[src/rtl/uart_rx_fifo.sv]
// -----------------------------------------------------------------------------
// uart_rx_fifo
//   Receive-side byte buffer between the UART receiver and the peripherals
//   register file. A 3-state ingest FSM takes each pending UART byte and
//   acknowledges it with a one-cycle rx_ready_clear pulse. Accepted bytes go
//   into a first-word-fall-through FIFO that the CPU drains through pop.
//
// Ports:
//   raw_clk         in   single clock for all state
//   reset           in   asynchronous, active-high reset
//   rx_data[7:0]    in   byte from UART receiver, valid while rx_ready=1
//   rx_ready        in   UART has a byte pending (level, held until acked)
//   rx_ready_clear  out  one-cycle acknowledge pulse to the UART (registered)
//   pop             in   remove head entry (one-cycle strobe)
//   data_out[7:0]   out  head byte, 8'h00 when empty
//   not_empty       out  FIFO holds at least one byte
//   full            out  count == DEPTH
//   count           out  number of stored bytes, 0..DEPTH
//   overflow        out  sticky: a received byte was dropped while full
//   overflow_clear  in   clears overflow (a same-cycle overflow event wins)
// -----------------------------------------------------------------------------
module uart_rx_fifo #(
    parameter int DEPTH_LOG2 = 4
) (
    input  logic                  raw_clk,
    input  logic                  reset,
    input  logic [7:0]            rx_data,
    input  logic                  rx_ready,
    output logic                  rx_ready_clear,
    input  logic                  pop,
    output logic [7:0]            data_out,
    output logic                  not_empty,
    output logic                  full,
    output logic [DEPTH_LOG2:0]   count,
    output logic                  overflow,
    input  logic                  overflow_clear
);

    localparam int DEPTH = 2 ** DEPTH_LOG2;

    localparam logic [DEPTH_LOG2-1:0] PTR_ONE   = {{(DEPTH_LOG2-1){1'b0}}, 1'b1};
    localparam logic [DEPTH_LOG2:0]   CNT_ONE   = {{DEPTH_LOG2{1'b0}}, 1'b1};
    localparam logic [DEPTH_LOG2:0]   CNT_ZERO  = {(DEPTH_LOG2+1){1'b0}};
    localparam logic [DEPTH_LOG2:0]   CNT_DEPTH = {1'b1, {DEPTH_LOG2{1'b0}}};

    localparam logic [1:0] ST_IDLE     = 2'd0;
    localparam logic [1:0] ST_ACK      = 2'd1;
    localparam logic [1:0] ST_WAIT_LOW = 2'd2;

    logic [1:0]            state_q, state_d;
    logic                  ack_q, ack_d;
    logic [DEPTH_LOG2-1:0] wr_ptr_q, wr_ptr_d;
    logic [DEPTH_LOG2-1:0] rd_ptr_q, rd_ptr_d;
    logic [DEPTH_LOG2:0]   count_q, count_d;
    logic                  overflow_q, overflow_d;
    logic [7:0]            mem_q [DEPTH];

    logic push_s;
    logic pop_s;
    logic wr_en_s;
    logic full_s;
    logic empty_s;

    assign full_s  = (count_q == CNT_DEPTH);
    assign empty_s = (count_q == CNT_ZERO);

    // A byte is taken exactly once, on the IDLE cycle where rx_ready is seen high.
    assign push_s  = (state_q == ST_IDLE) && rx_ready;
    assign pop_s   = pop && !empty_s;
    // When full, a write is only allowed if a pop frees the head slot this same cycle.
    assign wr_en_s = push_s && (!full_s || pop_s);

    // Ingest FSM next state and acknowledge pulse generation.
    always_comb begin
        state_d = state_q;
        ack_d   = 1'b0;
        case (state_q)
            ST_IDLE: begin
                if (rx_ready) begin
                    state_d = ST_ACK;
                    ack_d   = 1'b1;
                end else begin
                    state_d = ST_IDLE;
                end
            end
            ST_ACK: begin
                state_d = ST_WAIT_LOW;
            end
            ST_WAIT_LOW: begin
                // Wait for the UART to drop rx_ready so a slow deassert is not a second byte.
                if (!rx_ready) begin
                    state_d = ST_IDLE;
                end else begin
                    state_d = ST_WAIT_LOW;
                end
            end
            default: begin
                state_d = ST_IDLE;
            end
        endcase
    end

    // Pointer, occupancy and sticky overflow next-state logic.
    always_comb begin
        wr_ptr_d   = wr_ptr_q;
        rd_ptr_d   = rd_ptr_q;
        count_d    = count_q;
        overflow_d = overflow_q;

        if (wr_en_s) begin
            wr_ptr_d = wr_ptr_q + PTR_ONE;
        end else begin
            wr_ptr_d = wr_ptr_q;
        end

        if (pop_s) begin
            rd_ptr_d = rd_ptr_q + PTR_ONE;
        end else begin
            rd_ptr_d = rd_ptr_q;
        end

        if (wr_en_s && !pop_s) begin
            count_d = count_q + CNT_ONE;
        end else if (pop_s && !wr_en_s) begin
            count_d = count_q - CNT_ONE;
        end else begin
            count_d = count_q;
        end

        // Setting has priority over clearing so a drop is never lost.
        if (push_s && full_s && !pop_s) begin
            overflow_d = 1'b1;
        end else if (overflow_clear) begin
            overflow_d = 1'b0;
        end else begin
            overflow_d = overflow_q;
        end
    end

    // Control state registers with asynchronous reset.
    always_ff @(posedge raw_clk or posedge reset) begin
        if (reset) begin
            state_q    <= ST_IDLE;
            ack_q      <= 1'b0;
            wr_ptr_q   <= {DEPTH_LOG2{1'b0}};
            rd_ptr_q   <= {DEPTH_LOG2{1'b0}};
            count_q    <= CNT_ZERO;
            overflow_q <= 1'b0;
        end else begin
            state_q    <= state_d;
            ack_q      <= ack_d;
            wr_ptr_q   <= wr_ptr_d;
            rd_ptr_q   <= rd_ptr_d;
            count_q    <= count_d;
            overflow_q <= overflow_d;
        end
    end

    // Byte storage; contents are don't-care until written, so no reset.
    always_ff @(posedge raw_clk) begin
        if (wr_en_s) begin
            mem_q[wr_ptr_q] <= rx_data;
        end
    end

    assign rx_ready_clear = ack_q;
    assign data_out       = empty_s ? 8'h00 : mem_q[rd_ptr_q];
    assign not_empty      = !empty_s;
    assign full           = full_s;
    assign count          = count_q;
    assign overflow       = overflow_q;

endmodule

[config.mk]
export PLATFORM = sky130hd
export DESIGN_NAME = uart_rx_fifo
export DESIGN_NICKNAME = d
export VERILOG_FILES = /design/src/rtl/uart_rx_fifo.sv
export SDC_FILE = /design/constraint.sdc
export NUM_CORES = 1
export LEC_CHECK = 0
export CAP_MARGIN = 10
export CORE_MARGIN = 5
export CORE_UTILIZATION = 64
export DETAILED_ROUTE_END_ITERATION = 12
export GPL_TIMING_DRIVEN = 0
export PLACE_DENSITY = 0.84
export SETUP_SLACK_MARGIN = 0.2
export SLEW_MARGIN = 25
export SYNTH_ARGS = -nofsm -noshare
export SYNTH_HDL_FRONTEND = slang
export SYNTH_SLANG_ARGS = --single-unit
[constraint.sdc]
create_clock -name raw_clk -period 6.3 [get_ports raw_clk]
set_clock_uncertainty 0.2 [all_clocks]
set_input_delay 1.26 -clock raw_clk [delete_from_list [all_inputs] [get_ports raw_clk]]
set_output_delay 1.26 -clock raw_clk [all_outputs]
set_load 0.005 [all_outputs]
Word-level counts from Yosys, hierarchy flattened
Memory sizes are Yosys's and may differ from the RTL's.
Index checks and enable logic that the tools add are counted.

cells by class
  add/sub/neg operators = 4
  eq/ne operators = 3
  mux-type cells = 12
  reductions and logical operators = 16

operators with widths
  cell                   number
  $mux W5                2
  $add A4 B1 Y4 const B  2
  $mux W8                1
  $logic_and A1 B1 Y1    7
  $mux W1                7
  $pmux W2 S3            1
  $add A5 B1 Y5 const B  1
  $eq A5 B5 Y1 const B   1
  $logic_not A5 Y1       1
  $sub A5 B1 Y5 const B  1
  $logic_not A1 Y1       4
  $reduce_bool A2 Y1     2
  $eq A2 B1 Y1 const B   1
  $eq A2 B2 Y1 const B   1
  $logic_not A2 Y1       1
  $mux W2                1
  $logic_or A1 B1 Y1     1

word-level totals
  bits in registers = 17
  bits in writable memories = 128
  input port bits = 13
  output and inout port bits = 17
  logic and storage cells = 42
  memories kept = 1

memory list
  name   words  bits a word  read ports  clocked after Yosys merged registers in  write ports  line  text
  mem_q  16     8            1           0                                        1            56    logic [7:0] mem_q [DEPTH];

Longest topological paths before layout
Gate-level depths: netlist of run 1.

  depth after elaboration = 9
  mapped depth = 10
  gate-level depth less buffers = 10

Worst setup path after synthesis of run 1
Ideal clock, no wire load.

  kind = input-to-reg
  from = input port rx_ready
  to = register count_q[4], in the netlist count[4]
  library setup time = 0.126 ns
  arrival time = 3.778 ns
  required time = 5.974 ns
  setup slack = 2.196 ns
  cell stages on the path = 10
  buffers on the path = 1
  cell sequence = or3b_1 -> a31oi_1 -> buf_2 -> ha_1 -> inv_1 -> fa_1 -> a21o_1 -> a2111oi_0 -> a41oi_1 -> a221o_1

on the way
  word-level cells in the longest chain between the ends = 5
  elaborated cells on any way between the ends = 7
  classes of those cells = mux (1); reduce/logical (6)

RTL lines
  what                          line  text
  start, declared               28    input logic rx_ready,
  $logic_and A1 B1 Y1 (*)       68    assign push_s = (state_q == ST_IDLE) && rx_ready;
  $logic_and A1 B1 Y1 (*)       71    assign wr_en_s = push_s && (!full_s || pop_s);
  named net wr_en_s             60    logic wr_en_s;
  $logic_not A1 Y1              124   end else if (pop_s && !wr_en_s) begin
  $logic_and A1 B1 Y1           124
  $reduce_bool A2 Y1 (no line)  n/a
  end signal, assigned          154   count_q <= count_d;
  end, declared                 54    logic [DEPTH_LOG2:0] count_q, count_d;

The timed path passes the listed nets; every way through them passes the cells marked *.
A chain may end at the register's enable or synchronous reset.

Worst setup path in the final report of run 1
Ends and elaborated chain as after synthesis.

==> flow_summary.json, run 1 <==
{
  "cts_max_level": 4,
  "yosys_warnings": 0,
  "finalSetupViolations": 0,
  "synth_edf_count": 128,
  "wirelength_um": 12300,
  "fillCellCount": 464,
  "dpl.cell_count": 446,
  "yosysUniqueCellTypes": 39,
  "clock.fmax_ghz": 0.211,
  "drv_cap": 0,
  "worstSetupPathType": "primary input to register",
  "drc": 0,
  "final.min_clock_period_ns": 4.73,
  "cp-end-kind": "register",
  "powerDensity_nw_per_um2": 476,
  "hpwlAfterDp_um": 7140,
  "place_ws_ns": 1.24,
  "p_comb_share_pct": 33.3,
  "seqPwrFrac_pct": 36.4,
  "synth_area_leader_cell": "edfxtp_1",
  "wire_per_inst_um": 25.7,
  "rows": 35,
  "routed_via_density": 6.51,
  "clock_latency_ns": 0.52,
  "min_period_over_period_pct": 75.2,
  "p_int_mw": 2.32,
  "cts_buffer_depth": 2,
  "setup_ws_ns": 1.57,
  "num_io_pins": 30,
  "grt_max_degree": 18,
  "status": "finished clean",
  "num_antenna_cells": 0,
  "portBuffers": 29,
  "ys_seq_area_share_pct": 71.5,
  "synthCells": 306,
  "drtPass1Iterations": 5,
  "cp_data_required_time_ns": 6.50,
  "cts_setup_buffers": 0,
  "antenna_found_initial": 0,
  "die_y_um": 107,
  "synth_seq_cells": 145,
  "avgSynthCellArea_um2": 19.5,
  "crit_fanout": 10,
  "synth_nets": 329,
  "cts_buffers": 17,
  "async_reset_ff_share_pct": 11.7,
  "cts_root_buf": "clkbuf_8",
  "fin_cells": 478,
  "die_area_um2": 11400,
  "drtAntennaViolNets": 0,
  "place.gp.congestion": 0.786,
  "relSlewSlack_pct": 51.4,
  "arrival_ns": 4.93,
  "holdBufCountCts": 0,
  "drt_iter0_drc": 333,
  "tns_ns": 0,
  "switching_share_pct": 30.3,
  "final_nets": 377,
  "synth_area_leaders": "edfxtp_1, mux4_2, dfrtp_1",
  "synth_area_um2": 5970,
  "synth_top_area_share_pct": 64.4,
  "grt_pass1_wl_um": 18900,
  "hold_viol": 0,
  "crit_path_start_kind": "primary input",
  "area_delta_synth_final_pct": 17.2,
  "cts-resized-gates": 0,
  "core_area_um2": 9150,
  "clk_pin_slew_ns": 0.06,
  "vias": 3111,
  "overflow": 0,
  "cts_tree": "yes",
  "p_leak_nw": 2.46,
  "synth_most_common_cell": "edfxtp_1",
  "ir_drop_v": 0.000298,
  "synth-main-ff-cell": "edfxtp_1",
  "cts.sink_count": 145,
  "worst_slew_pin_slew_ns": 0.727,
  "drive_above_1_share_pct": 20.4,
  "min_path_type": "register to register",
  "rsz0062_at_grt": "false",
  "final_max_slew_viol_count": 0,
  "initial_core_util_pct": 65.2,
  "p_switching_mw": 1.01,
  "yosys-top-cells-count": "edfxtp_1, mux4_2, dfrtp_1",
  "die_w_um": 107,
  "grt_use_total_pct": 23.4,
  "pwr-share-clk_pct": 30.2,
  "grt_pass1_vias": 3249
}
==> flip-flops by register name, summed over array words and instances, names as in the netlist <==
register        flops
wr_ptr_q            4
rx_ready_clear      1
mem_q             128
count               5
rd_ptr_q            4
state_q             2
overflow            1
==> cells by family (layout without fill, tap and decap cells) <==
family	Yosys count	in the layout	share of synthesized area (%)
and+or+nand+nor	34	34	3.48
xor gates and xnor gates	9	9	1.32
DFF	145	145	71.5
AOI/OAI and AO/OA	30	30	3.00
buffers and inverters	27	88	2.39
muxes	51	51	16.0
adders and majority gates	10	10	2.22
==> placed cells by master (no fill, tap or decap), types with 4 or more instances in the layout <==
cell             netlist  final
edfxtp_1             128    128
clkdlybuf4s50_1        0     29
mux4_2                23     23
dfrtp_1               17     17
clkbuf_16              0     16
inv_1                 11     11
a21oi_1               11     11
mux2_2                10     10
mux2i_1                9      9
mux4_1                 9      9
ha_1                   9      9
xnor2_1                7      7
nand2_1                7      7
o21ai_0                7      7
and2_1                 7      7
and3_1                 6      6
buf_2                  5      5
clkbuf_1               5      5
clkinv_4               0      5
and4_1                 4      4
==> power by group through the flow <==
stage,sequential [mW],clock (mW),combinational [mW]
6_report,1.21,1.01,1.11
2_1_floorplan,1.21,0,0.712
5_1_grt,1.22,1.06,1.19
3_3_place_gp,1.22,0,1.04
4_1_cts,1.21,1.01,1.11
3_5_place_dp,1.23,0,1.08
==> through the flow <==
| step | utilization (%) | total power, mW | hold WS, ns | area (um^2) |
|---|---|---|---|---|
| 2_1_floorplan | - | 1.93 | 0.243 | 5970 |
| 5_1_grt | 76.4 | 3.47 | 0.321 | 6990 |
| 4_1_cts | 76.4 | 3.33 | 0.285 | 6990 |
| 6_report | 76.4 | 3.33 | 0.279 | 6990 |
| 3_5_place_dp | 69.9 | 2.31 | 0.277 | 6400 |
| 3_3_place_gp | 69.9 | 2.26 | 0.254 | 6400 |
==> critical path, cell delays in order <==
cell             delay (ns)
clkdlybuf4s50_1        0.47
or3b_1                 0.39
a31oi_1                0.52
buf_2                  0.35
ha_1                   0.28
inv_1                  0.15
fa_1                   0.43
a21o_1                 0.21
a2111oi_0              0.46
a41oi_1                0.09
a221o_1                0.33
==> final timing paths <==
kind | slack [ns] | startpoint | depth (start not counted) | to
max reg2reg | 2.35 | count[0] | 10 | count[4]
max in group asynchronous | 4.52 | reset | 2 | rd_ptr_q[0]
max | 1.57 | rx_ready | 11 | count[4]
min reg2reg | 0.28 | state_q[0] | 1 | state_q[1]
min | 0.28 | state_q[0] | 1 | state_q[1]
min in group asynchronous | 0.95 | reset | 2 | rd_ptr_q[1]
==> layer usage <==
metal	vias up	part of all wire [%]	global-route usage [%]
met5	-	0	0
met4	0	2.9	9.50
met3	27	7.4	6.07
met2	177	50	36.7
met1	1563	40	32.0
li1	1344	-	-
==> area by class of cell <==
type                       instances  area, um^2  share of cell area [%]
sequential                       145        4270                    61.0
tap                              111         139                    1.99
buffer                            16         101                    1.45
inverter                          11        41.3                   0.590
timing repair buffer              29         290                    4.15
clock buffer                      17         414                    5.92
clock inverter                    15         184                    2.63
multi-input combinational        134        1560                    22.2
Note: power is estimated with default switching activity, not from simulation.
==> inputs of run 2 (changes only) <==
Settings changed: CORE_UTILIZATION 64 to 59, PLACE_DENSITY 0.84 to 0.78.
Clock period 6.3 ns to 4.8 ns, I/O delays scaled along.
==> run 2 against run 1 <==
Effect of this change:
- critical endpoint unchanged
- non-clock buffer count did not move
- via count decreased by 2.4%
- clock power is 16% higher
- highest routed layer unchanged
- total power rose by 26%
- sequential power is 31% higher
- hold slack worse by 0.013 ns
- global-route usage down 3.1 points
- clock-buffer cell count grew 8
- core utilization shrank 5.5 points
- worst setup slack got worse by 0.97 ns
==> flow_summary.json, run 2 (synthesis results as in run 1) <==
{
  "status": "finished clean",
  "grt_use_total_pct": 20.3,
  "min_path_type": "register to register",
  "clock.fmax_ghz": 0.238,
  "p_switching_mw": 1.23,
  "overflow": 0,
  "cts_tree": "yes",
  "final_max_slew_viol_count": 0,
  "grt_pass1_wl_um": 18100,
  "die_area_um2": 12200,
  "pwr-share-clk_pct": 28.0,
  "drv_cap": 0,
  "ir_drop_v": 0.000425,
  "tns_ns": 0,
  "initial_core_util_pct": 60.8,
  "worstSetupPathType": "primary input to register",
  "cp-end-kind": "register",
  "hold_viol": 0,
  "die_y_um": 111,
  "p_int_mw": 2.97,
  "grt_max_degree": 18,
  "drtAntennaViolNets": 0,
  "core_area_um2": 9820,
  "portBuffers": 29,
  "final_cell_mix": "edfxtp_1, clkdlybuf4s50_1, mux4_2",
  "drc": 0,
  "final.min_clock_period_ns": 4.20,
  "area_delta_synth_final_pct": 16.7,
  "final_common_cell": "edfxtp_1",
  "whs_ns": 0.266,
  "arrival_ns": 4.41,
  "min_period_over_period_pct": 87.6,
  "powerDensity_nw_per_um2": 603,
  "rows": 36,
  "cts_root_buf": "clkbuf_8",
  "drtPass1Iterations": 5,
  "grt_pass1_vias": 3139,
  "top_register": "mem_q",
  "switching_share_pct": 29.3,
  "r2r_slack_ns": 0.97,
  "final_nets": 377,
  "hpwlAfterDp_um": 7120,
  "num_antenna_cells": 0,
  "crit_path_start_kind": "primary input",
  "cp_data_required_time_ns": 5.01,
  "routed_via_density": 6.07,
  "rsz0062_at_grt": "false",
  "relSlewSlack_pct": 49.8,
  "largest_reg_flops": 128,
  "p_leak_nw": 2.44,
  "place.gp.congestion": 0.794,
  "p_comb_share_pct": 34.2,
  "antenna_found_initial": 0,
  "die_w_um": 111,
  "drive_above_1_share_pct": 19.1,
  "crit_fanout": 10,
  "clock_latency_ns": 0.53,
  "seqPwrFrac_pct": 37.8,
  "cts_max_level": 4,
  "cts_setup_buffers": 0,
  "clk_pin_slew_ns": 0.06,
  "cts_buffers": 17,
  "wirelength_um": 11500,
  "finalSetupViolations": 0,
  "worst_slew_pin_slew_ns": 0.752,
  "drt_iter0_drc": 347,
  "wire_per_inst_um": 22.9,
  "cts-resized-gates": 0,
  "num_io_pins": 30,
  "vias": 3035,
  "cts.sink_count": 145,
  "cts_buffer_depth": 2,
  "holdBufCountCts": 0
}
run 2: metal layers:
layer	share of wire (%)	vias to the layer above	wire length, um	global-route usage (%)
met2	48	151	5520	30.5
met5	0	-	0	0
met4	2.0	0	233	7.31
met1	41	1520	4690	27.8
met3	8.9	26	1020	7.06
li1	-	1338	-	-
run 2: worst max-delay path, cell delays in order:
cell             delay [ns]
clkdlybuf4s50_1        0.46
or3b_1                 0.41
a31oi_2                0.33
buf_2                  0.29
ha_1                   0.28
inv_1                  0.15
fa_1                   0.43
a21o_1                 0.21
a2111oi_0              0.47
a41oi_1                0.09
a221o_1                0.34
run 2: path summary, 6_finish.rpt:
path | from | to | cells after the start
worst max register to register | count[0] | count[4] | 10
worst max-delay path | rx_ready | count[4] | 11
min in group asynchronous | reset | count[3] | 2
max in group asynchronous | reset | rd_ptr_q[2] | 2
worst min-delay path | state_q[0] | state_q[1] | 1
worst min register to register | state_q[0] | state_q[1] | 1
run 2: power by group through the flow:
stage / sequential (mW) / combinational, mW / clock, mW
2_1_floorplan: 1.59 / 0.934 / 0
3_3_place_gp: 1.60 / 1.38 / 0
3_5_place_dp: 1.61 / 1.42 / 0
4_1_cts: 1.59 / 1.44 / 1.19
5_1_grt: 1.60 / 1.57 / 1.25
6_report: 1.59 / 1.43 / 1.17
run 2: per-stage QoR:
| stage | util, % | std cells | cell area, um^2 | power (mW) | worst slack [ns] |
|---|---|---|---|---|---|
| finish | 70.9 | 500 | 6960 | 4.20 | 0.595 |
| global route | 70.9 | 500 | 6960 | 4.43 | 0.308 |
| CTS | 70.8 | 500 | 6960 | 4.21 | 0.497 |
| detailed placement | 65.4 | 468 | 6420 | 3.03 | -0.0878 |
| global placement | 65.4 | 468 | 6420 | 2.98 | 0.147 |
| floorplan | - | 306 | 5970 | 2.53 | 0.996 |
run 2: final cells by class:
class | instances | area (um^2)
plain buffers | 16 | 101
clock buffers | 25 | 474
clock inverters | 7 | 57.6
fillers | 606 | 2860
inverters | 11 | 41.3
multi-input cells | 134 | 1560
flip-flops and latches | 145 | 4270
well taps | 133 | 166
repair buffers | 29 | 290
